### src/rtl/mem_lsu.sv
// mem_lsu: RV32I load/store unit with read-modify-write sub-word stores.
// Define MEM_LSU_MISALIGN_TRAP_EN to fault misaligned accesses instead of forcing alignment.
module mem_lsu #(
    parameter int MEM_WORDS = 2048
) (
    input  logic        i_clk,
    input  logic        i_reset_n,
    input  logic        i_valid,
    input  logic        i_memRead,
    input  logic        i_memWrite,
    input  logic [2:0]  i_funct3,
    input  logic [31:0] i_addr,
    input  logic [31:0] i_storeData,
    input  logic [31:0] i_memReadData,
    output logic [1:0]  o_ctrlMEM,
    output logic [31:0] o_memAddr,
    output logic [31:0] o_memWriteData,
    output logic        o_stall,
    output logic [31:0] o_loadData,
    output logic        o_loadValid,
    output logic [1:0]  o_fault,
    output logic [31:0] o_badAddr
);
    typedef enum logic {IDLE, RMW_WR} state_t;
    localparam logic [29:0] WORD_LIMIT = 30'(MEM_WORDS);
    state_t state, state_nx;
    logic is_ld, is_st, legal, req, half, word, misal, oor, fault, go, rmw;
    logic [4:0] sh;
    logic [31:0] lane, mask, merged, ld_ext, rmw_addr, rmw_data;
    always_comb begin
        is_ld = i_valid && i_memRead && !i_memWrite;
        is_st = i_valid && i_memWrite && !i_memRead;
        legal = is_ld ? (i_funct3 inside {3'b000, 3'b001, 3'b010, 3'b100, 3'b101})
                      : is_st && !i_funct3[2] && i_funct3[1:0] != 2'b11;
        req = state == IDLE && legal;
        half = i_funct3[1:0] == 2'b01;
        word = i_funct3[1:0] == 2'b10;
        oor = i_addr[31:2] >= WORD_LIMIT;
`ifdef MEM_LSU_MISALIGN_TRAP_EN
        misal = (half && i_addr[0]) || (word && i_addr[1:0] != 2'b00);
`else
        misal = 1'b0;
`endif
        fault = req && (oor || misal);
        go = req && !fault;
        rmw = go && is_st && !word;
        // lane offset ignores the low address bits a naturally aligned access cannot use
        sh = word ? 5'd0 : half ? {i_addr[1], 4'b0000} : {i_addr[1:0], 3'b000};
        lane = i_memReadData >> sh;
        ld_ext = i_funct3 == 3'b000 ? {{24{lane[7]}}, lane[7:0]} :
                 i_funct3 == 3'b001 ? {{16{lane[15]}}, lane[15:0]} :
                 i_funct3 == 3'b100 ? {24'h0, lane[7:0]} :
                 i_funct3 == 3'b101 ? {16'h0, lane[15:0]} : lane;
        mask = (half ? 32'h0000_FFFF : 32'h0000_00FF) << sh;
        merged = (i_memReadData & ~mask) | ((i_storeData << sh) & mask);
        state_nx = rmw ? RMW_WR : IDLE;
        o_ctrlMEM = !i_reset_n ? 2'b00 :
                    state == RMW_WR ? 2'b01 :
                    !go ? 2'b00 :
                    (is_st && word) ? 2'b01 : 2'b10;
        o_stall = i_reset_n && rmw;
        o_memAddr = state == RMW_WR ? rmw_addr : {i_addr[31:2], 2'b00};
        o_memWriteData = state == RMW_WR ? rmw_data : i_storeData;
    end
    always_ff @(posedge i_clk or negedge i_reset_n) begin
        if (!i_reset_n) begin
            state <= IDLE;
            o_loadData <= '0;
            o_loadValid <= 1'b0;
            o_fault <= 2'b00;
            o_badAddr <= '0;
            rmw_addr <= '0;
            rmw_data <= '0;
        end else begin
            state <= state_nx;
            o_loadValid <= go && is_ld;
            o_fault <= fault ? {oor, misal && !oor} : 2'b00;
            if (fault) o_badAddr <= i_addr;
            if (go && is_ld) o_loadData <= ld_ext;
            if (rmw) begin
                rmw_addr <= {i_addr[31:2], 2'b00};
                rmw_data <= merged;
            end
        end
    end
endmodule

### config.mk
export PLATFORM = sky130hd
export DESIGN_NAME = mem_lsu
export DESIGN_NICKNAME = d
export VERILOG_FILES = /design/src/rtl/mem_lsu.sv
export SDC_FILE = /design/constraint.sdc
export NUM_CORES = 1
export LEC_CHECK = 0
export ABC_AREA = 1
export BUFFER_PORTS_ARGS = -buffer_cell sky130_fd_sc_hd__buf_4
export CORE_MARGIN = 2
export CORE_UTILIZATION = 32
export CTS_BUF_LIST = sky130_fd_sc_hd__clkbuf_4 sky130_fd_sc_hd__clkbuf_8
export DETAILED_ROUTE_END_ITERATION = 10
export GPL_TIMING_DRIVEN = 0
export PLACE_DENSITY = 0.59
export SLEW_MARGIN = 10
export SYNTH_ARGS = -nofsm -noshare
export SYNTH_HDL_FRONTEND = slang
export SYNTH_SLANG_ARGS = --single-unit
export TNS_END_PERCENT = 20
### constraint.sdc
create_clock -name i_clk -period 1.54 [get_ports i_clk]
set_input_delay 0.308 -clock i_clk [delete_from_list [all_inputs] [get_ports i_clk]]
set_output_delay 0.308 -clock i_clk [all_outputs]
set_load 0.05 [all_outputs]
==> reports/summary.txt <==
DIE HEIGHT: 151 um
Synth area leaders: dfrtp_1 (47%), nand2_1 (15%), o21ai_0 (12%)
final std cells w/o fill: 1,494
vias in the first global route: 7,077
dpl hpwl: 19,500 um
DRT iter0 DRCs: 496
Routed Wire Length: 25,600 um
register area share after synthesis: 47.0%
vias per cell: 4.81
CTS max path bufs: 2
H-tree Lvls: 4
top-area cell type share of the netlist area: 47.0%
die area: 0.0227 mm^2
Final nets: 1,309
Setup CP Type: register to primary output
Max Fanout on Critical Path: 9
clock-pin transition on the worst setup and hold timing paths: 80 ps
Final setup viols: 144
first-pass GRT wire length: 38,200 um
dominant cell type by area after synthesis: dfrtp_1
wire per inst: 17.1 um
setup ws final: -478 ps
GRT Overall Usage: 22.1%
total grt overflow: 0
Crit path required time: 1230 ps
CTS Sinks: 129
Final Hold Violating Endpoints: 69
power density over cell area: 910 mW/mm^2
Leak: 0.00554 uW
Fin Setup TNS: -32,720 ps
FMAX: 496 MHz
initial antenna violation count: 2
Synth Register Bits: 129
Startpoint Class: register
pin count of the biggest net entering global routing: 71
syn avg cell area: 7.43 um^2
Top-Level Pins: 238
cts bufs inserted: 17
Worst Setup End Kind: primary output
Placed Cells incl. Taps: 1,437
number of remaining DRC errors: 0
die span in x: 151 um
Least-Margin Pin Slew: 590 ps
synth warn: 0
vias: 7,180
Fillers: 2,072
RSZ-0062 raised after global routing: yes
clk_skew: 8.62 ps
CTS tree: built
share of layout cells above drive strength 1: 37.4%
final worst path period need: 2020 ps
peak supply drop: 0.000500 V
Port-buffer cells: 234
synthesized cell area: 0.00687 mm^2
initial core utilization: 32.7%
worst hold path class: primary input to async pin
failing checks: negative hold slack, negative setup slack
DP Worst Slack: -826 ps
Yosys cell types: 29
max-cap violation count: 0
Worst-Skew Late Latency: 450 ps
Hold Slack: -146 ps
Rows: 53
FF-to-FF path depth: 10
GP Congestion: 0.873
Layout area overhead: 55.5%
Detail Route Antenna Nets: 0
instance count of the mapped netlist: 925
final core utilization: 50.8%
Final Max Tran Viols: 0
root buffer cell: clkbuf_8
Rel. slew slack: 60.7%
Tcrit/Tclk final: 131%
status: finished with violations
core region area: 0.0210 mm^2
drt pass-1 iters: 5
Arr. time, crit path: 1710 ps
## cell usage in the layout (no fill, tap or decap), types with 5 or more instances in the layout
cell type / count
a21oi_1: 25
buf_2: 11
buf_4: 196
buf_6: 71
buf_8: 14
clkbuf_16: 7
clkbuf_4: 5
clkbuf_8: 22
clkinv_4: 5
dfrtp_1: 129
inv_1: 106
inv_2: 8
nand2_1: 251
nand2_2: 28
nand3_1: 20
nor2_1: 57
o211ai_1: 35
o21ai_0: 104
o21ai_1: 24
o21ai_2: 45
o21ai_4: 9
## through the flow
stage	power (uW)	cell area, um^2	hold slack, ps
global placement	6260	9210	467
finish	9730	10700	-146
global route	10100	10700	-112
floorplan	5290	7110	12.4
CTS	9750	10300	-129
detailed placement	6290	9240	369
## power breakdown
part           total, uW  internal (uW)  switching (uW)
Sequential          3650           3560            96.1
Clock               3400           1820            1570
Combinational       2680            872            1810
## logic make-up (layout without fill, tap and decap cells)
group	after synthesis	after routing	share of synthesized area (%)
simple gates	376	377	22.3
flops	129	129	47.0
buf+inv	172	462	10.9
other cells	1	4	0.0546
compound gates	247	247	19.8
## sequential cells by signal, indices dropped and copies added (netlist names)
| signal | count |
|---|---|
| o_badAddr | 32 |
| o_fault | 1 |
| o_loadData | 32 |
| o_loadValid | 1 |
| rmw_addr | 30 |
| rmw_data | 32 |
| state | 1 |
## cells in the mapped netlist
cell type,count
a21boi_0,1
nor2_2,3
conb_1,1
o211ai_1,35
nor3_1,1
clkinv_1,1
nand3_1,20
nand3b_1,1
o21ai_1,13
inv_1,107
a21oi_1,25
buf_2,21
dfrtp_1,129
o21ai_0,169
nand4_1,3
a21oi_4,3
buf_1,1
inv_2,8
nand2_4,3
nand3_4,1
clkbuf_1,22
nor2_8,1
nand2_1,279
buf_4,4
nand2_2,1
a21oi_2,1
buf_6,8
nor2_1,60
nand3_2,3
## cell type report
type / instances / area, um^2 / share of cell area, %
inverter: 116 / 440 / 4.12
sequential: 129 / 3230 / 30.2
antenna: 1 / 2.50 / 0.0234
timing repair buffer: 259 / 2310 / 21.7
multi-input combinational: 627 / 3320 / 31.1
tap: 275 / 344 / 3.22
clock inverter: 15 / 224 / 2.10
buffer: 55 / 578 / 5.41
clock buffer: 17 / 234 / 2.19
## routing by layer
metal	vias to the layer above	track usage, %	share of wire [%]
li1	3523	-	-
met1	3391	30.0	44
met2	239	35.5	47
met3	25	5.67	7.3
met4	2	4.86	1.4
met5	-	0	0.063
## repair_timing
| item | 4_1_cts | 5_1_grt |
|---|---|---|
| hold endpoints to repair | 69 | 69 |
| endpoints found under the setup margin | 193 | 193 |
| buffers inserted | 12 | 8 |
| gates resized for setup | 150 | 79 |
| pin swaps | 7 | 8 |
| cloned | 1 | 9 |
## worst max-delay path: stages, from the launching register on
cell       delay (ps)
dfrtp_1           420
clkbuf_8          220
buf_4             140
clkbuf_16         140
nand2_1            60
o21ai_2            90
buf_6             190
## worst paths after layout
kind,from,endpoint,slack [ps]
max in group asynchronous,i_reset_n,rmw_data[25],950
min in group i_clk,i_addr[0],o_badAddr[0],130
worst min-delay path,i_reset_n,o_badAddr[6],-150
worst min register to register,o_badAddr[9],o_badAddr[9],490
worst max register to register,state,rmw_data[14],-190
worst max-delay path,state,o_memWriteData[2],-480
Note: power is estimated with default switching activity, not from simulation.
